**src/rtl/reduction_pkg.sv**
```systemverilog
// ---------------------------------------------------------------------------
// reduction_pkg: shared widths, reduction op codes and feeder FSM encoding.
// Rev 1.0
// ---------------------------------------------------------------------------
`default_nettype none

package reduction_pkg;

  localparam int RF_DWIDTH = 20;
  localparam int RF_AWIDTH = 11;

  localparam logic [1:0] RED_SUM  = 2'd0;
  localparam logic [1:0] RED_MAX  = 2'd1;
  localparam logic [1:0] RED_MIN  = 2'd2;
  localparam logic [1:0] RED_MEAN = 2'd3;

  localparam logic [2:0] ST_IDLE   = 3'd0;
  localparam logic [2:0] ST_FILL   = 3'd1;
  localparam logic [2:0] ST_LAUNCH = 3'd2;
  localparam logic [2:0] ST_WAIT   = 3'd3;
  localparam logic [2:0] ST_OUT    = 3'd4;

  typedef enum logic [2:0] {
    S_IDLE   = ST_IDLE,
    S_FILL   = ST_FILL,
    S_LAUNCH = ST_LAUNCH,
    S_WAIT   = ST_WAIT,
    S_OUT    = ST_OUT
  } feeder_state_t;

endpackage

`default_nettype wire

```
**src/rtl/reduction_result_holder.sv**
```systemverilog
// ---------------------------------------------------------------------------
// reduction_result_holder: captures a result on load, offers it via valid/ready.
// Rev 1.0
// ---------------------------------------------------------------------------
`default_nettype none

module reduction_result_holder #(
  parameter int DWIDTH = 20
) (
  input  logic              clk,
  input  logic              resetn,
  input  logic              load,
  input  logic [DWIDTH-1:0] load_data,
  input  logic              out_ready,
  output logic              out_valid,
  output logic [DWIDTH-1:0] out_data
);

  always_ff @(posedge clk or negedge resetn) begin
    if (!resetn) begin
      out_valid <= 1'b0;
      out_data  <= '0;
    end else if (load) begin
      out_valid <= 1'b1;
      out_data  <= load_data;
    end else if (out_valid && out_ready) begin
      out_valid <= 1'b0;
    end
  end

endmodule

`default_nettype wire

```
**src/rtl/reduction_feeder.sv**
```systemverilog
// ---------------------------------------------------------------------------
// reduction_feeder: streams words into RAM, launches reduction_layer, holds result.
// Rev 1.0
// ---------------------------------------------------------------------------
`default_nettype none

module reduction_feeder
  import reduction_pkg::*;
#(
  parameter int DWIDTH = RF_DWIDTH,
  parameter int AWIDTH = RF_AWIDTH
) (
  input  logic              clk,
  input  logic              resetn,
  input  logic              in_valid,
  input  logic [DWIDTH-1:0] in_data,
  input  logic              in_last,
  output logic              in_ready,
  input  logic [AWIDTH-1:0] cfg_base_addr,
  input  logic [1:0]        cfg_reduction_type,
  output logic              ram_we,
  output logic [AWIDTH-1:0] ram_addr,
  output logic [DWIDTH-1:0] ram_wdata,
  output logic              red_start,
  output logic [AWIDTH-1:0] red_start_addr,
  output logic [AWIDTH-1:0] red_end_addr,
  output logic [1:0]        red_reduction_type,
  input  logic              red_done,
  input  logic [DWIDTH-1:0] red_reduced_out,
  output logic              out_valid,
  output logic [DWIDTH-1:0] out_data,
  input  logic              out_ready,
  output logic              overflow
);

  localparam logic [AWIDTH-1:0] ADDR_TOP = '1;

  feeder_state_t     state;
  logic [AWIDTH-1:0] wr_ptr;
  logic [AWIDTH-1:0] beat_addr;
  logic              accept;
  logic              beat_last;
  logic              hold_load;
  logic              consume;

  assign accept    = in_valid & in_ready;
  assign beat_addr = (state == S_IDLE) ? cfg_base_addr : wr_ptr;
  // A beat landing on the top address closes the batch so addresses never wrap.
  assign beat_last = in_last | (beat_addr == ADDR_TOP);
  assign hold_load = (state == S_WAIT) & red_done;
  assign consume   = out_valid & out_ready;

  always_ff @(posedge clk or negedge resetn) begin
    if (!resetn) begin
      state              <= S_IDLE;
      wr_ptr             <= '0;
      in_ready           <= 1'b0;
      ram_we             <= 1'b0;
      ram_addr           <= '0;
      ram_wdata          <= '0;
      red_start          <= 1'b0;
      red_start_addr     <= '0;
      red_end_addr       <= '0;
      red_reduction_type <= 2'd0;
      overflow           <= 1'b0;
    end else begin
      ram_we <= 1'b0;
      case (state)
        S_IDLE, S_FILL: begin
          if (accept) begin
            ram_we    <= 1'b1;
            ram_addr  <= beat_addr;
            ram_wdata <= in_data;
            wr_ptr    <= beat_addr + 1'b1;
            if (state == S_IDLE) begin
              red_start_addr     <= cfg_base_addr;
              red_reduction_type <= cfg_reduction_type;
            end
            if (beat_last) begin
              red_end_addr <= beat_addr;
              overflow     <= overflow | ~in_last;
              in_ready     <= 1'b0;
              state        <= S_LAUNCH;
            end else begin
              in_ready <= 1'b1;
              state    <= S_FILL;
            end
          end else begin
            in_ready <= 1'b1;
          end
        end
        // Start follows the final RAM write by one cycle so the data is committed.
        S_LAUNCH: begin
          red_start <= 1'b1;
          state     <= S_WAIT;
        end
        S_WAIT: begin
          if (red_done) begin
            red_start <= 1'b0;
            state     <= S_OUT;
          end
        end
        S_OUT: begin
          if (consume) begin
            in_ready <= 1'b1;
            state    <= S_IDLE;
          end
        end
        default: begin
          state <= S_IDLE;
        end
      endcase
    end
  end

  reduction_result_holder #(
    .DWIDTH(DWIDTH)
  ) u_holder (
    .clk       (clk),
    .resetn    (resetn),
    .load      (hold_load),
    .load_data (red_reduced_out),
    .out_ready (out_ready),
    .out_valid (out_valid),
    .out_data  (out_data)
  );

endmodule

`default_nettype wire

```
**config.mk**
```make
export PLATFORM = sky130hd
export DESIGN_NAME = reduction_feeder
export DESIGN_NICKNAME = d
export VERILOG_FILES = /design/src/rtl/reduction_pkg.sv /design/src/rtl/reduction_result_holder.sv /design/src/rtl/reduction_feeder.sv
export SDC_FILE = /design/constraint.sdc
export NUM_CORES = 1
export LEC_CHECK = 0
export CAP_MARGIN = 20
export CORE_ASPECT_RATIO = 0.7
export CORE_MARGIN = 2
export CORE_UTILIZATION = 50
export CTS_CLUSTER_SIZE = 10
export DETAILED_ROUTE_END_ITERATION = 8
export PLACE_DENSITY = 0.94
export SLEW_MARGIN = 20
export SYNTH_ARGS = -nofsm -noshare
export SYNTH_HDL_FRONTEND = slang
export SYNTH_SLANG_ARGS = --single-unit
```
**constraint.sdc**
```tcl
create_clock -name clk -period 5.4 [get_ports clk]
set_input_delay 1.08 -clock clk [delete_from_list [all_inputs] [get_ports clk]]
set_output_delay 1.08 -clock clk [all_outputs]
set_load 0.02 [all_outputs]
```
## Yosys cells after proc, flatten, opt, wreduce, memory -nomap -nowiden

Index checks and enable logic that the tools add are counted.

- Memory bits (writable): 0
- Register bits: 94
- Memories kept: 0
- Latch bits: 0
- Word-level logic and storage cells: 56
- Output and inout port bits: 80
- Bits in read-only memories: 0
- Bits of input ports: 59

- Order comparisons: 0
- Multiply operators: 0
- Muxes and demuxes: 16
- Shifts and indexed selects: 0
- Divide/modulo/power cells: 0
- Bitwise logic cells: 6
- Reductions and logical operators: 12
- Add/subtract/negate cells: 1
- Eq/ne operators: 8

Operator list:

| kind | count |
|---|---|
| case mux 3 bit (4 select lines) | 1 |
| adder 11 x 1 -> 11 bit (second input constant) | 1 |
| equality test 11 bit (second input constant) | 1 |
| 2-to-1 mux 11 bit | 1 |
| 2-to-1 mux 3 bit | 3 |
| AND reduction 3 bit | 3 |
| 2-to-1 mux 1 bit | 8 |
| equality test 3 x 2 -> 1 bit (second input constant) | 2 |
| != test 2 bit (second input constant) | 3 |
| AND reduction 2 bit | 3 |
| nonzero test 2 bit | 3 |
| case mux 1 bit (2 select lines) | 2 |
| bitwise AND 1 bit | 3 |
| equality test 3 x 1 -> 1 bit (second input constant) | 1 |
| equality test 3 bit (second input constant) | 1 |
| zero test 3 bit | 1 |
| 2-to-1 mux 2 bit | 1 |
| bitwise OR 1 bit | 2 |
| OR reduction 2 bit | 1 |
| logical AND 1 bit | 1 |
| inverter 1 bit | 1 |

## Longest topological paths before layout

- Depth in word-level cells: 7
- Gate-level depth with buffers: 13
- Gate-level depth less buffers: 8

## By module

Synthesis repeated with hierarchy kept, for this count alone.

- Cells, all modules: 391
- Area, all modules: 4180.3 µm²

Modules (own cells, without submodules):

| module | instances | area each (µm²) | cells each | sequential area each (µm²) |
|---|---|---|---|---|
| reduction_feeder | 1 | 3324.4 | 346 | 1826.8 |
| reduction_result_holder | 1 | 855.8 | 45 | 525.5 |

## Worst setup path before layout

Ideal clock, no wire load.

- Path kind: input to register
- Start point: in cfg_base_addr[1]
- End point: reg wr_ptr[10]
- Cell stages on the path: 10
- Setup time: 118 ps
- Buffers on the path: 2
- Required time: 5282 ps
- Arrival: 2811 ps
- Setup slack: 2470 ps
- Cell sequence: or4b_1 and2_1 clkbuf_1 inv_1 ha_1 clkbuf_1 nor4b_1 a31oi_1 mux2i_1 a21o_1

- Longest elaborated chain between the ends: 2

Ends and longest elaborated chain:

| what | RTL line | text |
|---|---|---|
| start, declared | reduction_feeder.sv:19 | `input logic [AWIDTH-1:0] cfg_base_addr,` |
| 2-to-1 mux 11 bit | reduction_feeder.sv:47 | `assign beat_addr = (state == S_IDLE) ? cfg_base_addr : wr_ptr;` |
| named net beat_addr[1] | reduction_feeder.sv:40 | `logic [AWIDTH-1:0] beat_addr;` |
| adder 11 x 1 -> 11 bit | reduction_feeder.sv:74 | `wr_ptr <= beat_addr + 1'b1;` |
| end signal, assigned | reduction_feeder.sv:74 |  |
| end, declared | reduction_feeder.sv:39 | `logic [AWIDTH-1:0] wr_ptr;` |

The timed path passes the listed nets, and every way through them passes these cells.
A chain may end at the register's enable or synchronous reset.

## Worst setup path after layout

- Start point: in cfg_base_addr[1]
- End point: reg red_end_addr[4]

- Longest elaborated chain between the ends: 4

Ends and longest elaborated chain:

| what | RTL line | text |
|---|---|---|
| 2-to-1 mux 11 bit | reduction_feeder.sv:47 |  |
| named net beat_addr[1] | reduction_feeder.sv:40 |  |
| equality test 11 bit | reduction_feeder.sv:49 | `assign beat_last = in_last \| (beat_addr == ADDR_TOP);` |
| bitwise OR 1 bit | reduction_feeder.sv:49 |  |
| AND reduction 3 bit (no line) | -- |  |
| end signal, assigned | reduction_feeder.sv:80 | `red_end_addr <= beat_addr;` |
| end, declared | reduction_feeder.sv:26 | `output logic [AWIDTH-1:0] red_end_addr,` |

The timed path passes the listed nets, and every way through them passes these cells.

==> key figures <==
Run status
  • Status: complete, no violations

Power and ir drop
  • Clock power frac: 0.183
  • Int Pwr: around 2400 uW
  • Worst vdd ir: slightly below 0.0004 V
  • P_sw: 1570 uW
  • Switching Share: 0.394
  • Logic pwr share: 0.488
  • Pleak: 0.00268 uW
  • PD cells: 664 nW/um^2
  • Reg power frac: 0.329

Place
  • PortBufs: about 140
  • DP HPWL: between 7000 and 8000 um
  • Post-DP Area: ~5700 sq um
  • RePlAce Congestion: between 0.9 and 1

Die
  • Die area: just over 9000 sq um
  • Core box area: about 8300 sq um
  • Top Ports: approximately 140
  • Die Y: ~80 um
  • Initial Utilization: 0.508
  • Die width: 114 um
  • Core Rows: 28

Synth
  • Main synth FF type: dfrtp_1
  • Cells after Synth: around 410
  • Post-Syn Nets: between 400 and 500
  • Sequential-to-total area share from yosys stat: 0.555
  • Yosys reg bits: 94
  • Post-synth ARST share: 1.00
  • Synth unique cells: 55
  • Post-Syn Area: roughly 4200 sq um
  • Syn Area/Cell: 10.3 sq um
  • Post-synth EDFFs: 0
  • Synth warn: 0

STA
  • Final Setup Violations: 0
  • Total negative slack: 0 ns
  • Slew headroom: 0.341
  • RSZ-0062 raised after global routing: no
  • Fmax: 283 MHz
  • Final period util: 0.655
  • Pins Over Slew Limit: 0
  • Layout Skew: 0.00845 ns
  • Worst Tran Pin Value: between 0.9 and 1 ns
  • Tmin final: between 3 and 4 ns
  • Final Hold Viols: 0

Cells and area
  • Share of cells above drive strength 1: 0.104
  • Layout area overhead: 41.8%
  • Antenna diode count: 0
  • Filler cells: 610
  • Fin nets: between 600 and 700
  • Finished Cell Area: ~6000 sq um

CTS
  • Root buffer cell: clkbuf_16
  • Clock Sink Count: between 90 and 100
  • Setup bufs post-CTS: 0
  • H-Tree Depth: 3
  • TritonCTS Buffers: 9
  • Post-CTS Hold Buffers: 0
  • CTS tree: built
  • Post_cts resized: 0
  • Clock Tree Buf Depth: 2
  • Reg clk slew, reported paths: around 0.06 ns
  • Worst-skew pair later-pin latency: between 0.3 and 0.4 ns

Setup path
  • CP Capture Type: flip-flop
  • Crit-path max FO: 18
  • WP data required: roughly 5.6 ns
  • Crit start category: input pin
  • CP Class: input pin to flip-flop
  • Data arrival time of the critical path: approximately 3.8 ns

Route
  • Via density: between 5 and 6
  • Drt first pass iters: 7
  • Routed vias: 3667
  • Iteration-0 DRC Markers: around 340
  • Drt drc: 0
  • Routed WL: 11500 um
  • Detail Route Antenna Nets: 0
  • WL/cell: 17.6 um

GRT
  • Grt total ovfl: 0
  • Largest net degree at the start of global routing: 60
  • Vias in the first global route: 3647
  • Initial antenna violation count: 0
  • GRT Total Usage: 0.258
  • First-pass GRT wire length: approximately 18000 um

Hold path
  • Type of the tightest min-delay check: flip-flop to flip-flop

Flow run
  • Maxcap violations: 0
-- state kept, by name, indices dropped and copies added (netlist names) --
| register | flops |
|---|---|
| ram_wdata | 20 |
| overflow | 1 |
| ram_addr | 11 |
| u_holder.out_data | 20 |
| red_end_addr | 11 |
| wr_ptr | 11 |
| state | 3 |
| red_start | 1 |
| red_reduction_type | 2 |
| in_ready | 1 |
| u_holder.out_valid | 1 |
| red_start_addr | 11 |
| ram_we | 1 |
-- power by group through the flow --
stage	logic [uW]	clock network [uW]	registers, uW
floorplan	801	0	1600
global placement	1880	0	1280
detailed placement	1940	0	1310
CTS	1960	746	1310
global route	2100	775	1350
finish	1950	732	1310
-- final cells by class --
type                    count  area [sq um]  area share
clock inverters             3          90.1      0.0150
clock buffers              13           260      0.0433
repair buffers            142          1410       0.234
well taps                 105           131      0.0219
inverters                  12          45.0     0.00749
flip-flops and latches     94          2350       0.391
multi-input cells         282          1720       0.287
-- synthesized netlist by cell type, drive strengths merged, types with 8 or more instances --
cell type / count / area share
nor2: 25 / 0.022
nand2: 95 / 0.085
a21oi: 18 / 0.022
o211ai: 8 / 0.014
nand4: 10 / 0.015
dfrtp: 94 / 0.55
nand3: 12 / 0.014
inv: 11 / 0.0097
mux2: 31 / 0.082
buf: 13 / 0.018
mux2i: 11 / 0.026
clkbuf: 11 / 0.010
o21ai: 13 / 0.015
-- critical path, stage by stage --
cell,delay [ns]
clkdlybuf4s50_1,0.49
or4b_1,0.49
and2_1,0.24
inv_1,0.11
ha_1,0.60
a31oi_2,0.44
o211ai_1,0.32
-- cell usage in the layout (no fill, tap or decap), drive strengths merged, types with 2 or more instances in the layout --
cell,synthesis,layout
inv,11,11
a31oi,6,6
bufinv,0,3
o21ai,13,13
nor4,2,2
mux2i,11,11
buf,13,5
a21o,3,3
nand4,10,10
o211ai,8,8
a32oi,2,2
o21a,3,3
a221oi,3,3
and2,6,6
nand3,12,12
or3,2,2
nor2,25,25
and3,2,2
a21oi,18,18
clkdlybuf4s50,0,137
mux2,31,31
dfrtp,94,94
nand2,95,95
a2111oi,2,2
clkbuf,11,13
a211oi,2,2
nor3,6,6
-- worst paths after layout --
kind                                  start                    to  slack [ns]  depth (start not counted)
setup / recovery           cfg_base_addr[1]       red_end_addr[4]        1.87                          7
hold / removal                 ram_wdata[2]          ram_wdata[2]        0.48                          2
setup reg to reg                   state[0]       red_end_addr[4]        2.41                          6
hold reg to reg                ram_wdata[2]          ram_wdata[2]        0.48                          2
max in group asynchronous            resetn  u_holder.out_data[5]        3.61                          2
min in group asynchronous            resetn       red_end_addr[7]        0.68                          1
-- logic make-up after synthesis --
family | share of synthesized area
simple gates | 0.178
flops | 0.555
compound gates | 0.116
mux | 0.108
buf+inv | 0.0384
xor+xnor | 0.00207
fa+ha+maj | 0.00295
-- stage by stage --
| stage | power (uW) | util | cells | hold WS, ns | worst slack (ns) |
|---|---|---|---|---|---|
| CTS | 4010 | 0.721 | 651 | 0.479 | 1.94 |
| detailed placement | 3240 | 0.679 | 635 | 0.455 | 1.63 |
| global route | 4220 | 0.721 | 651 | 0.492 | 1.75 |
| finish | 3990 | 0.721 | 651 | 0.476 | 1.87 |
| global placement | 3170 | 0.679 | 635 | 0.459 | 1.70 |
| floorplan | 2400 | - | 412 | 0.472 | 2.47 |
-- metal layers --
layer,wire length [um],up-vias,track usage
met5,0,-,0
met4,164,0,0.0756
met3,1090,21,0.0978
met2,5370,182,0.403
met1,4840,1770,0.339
li1,-,1694,-
(Power assumes the default switching activity.)
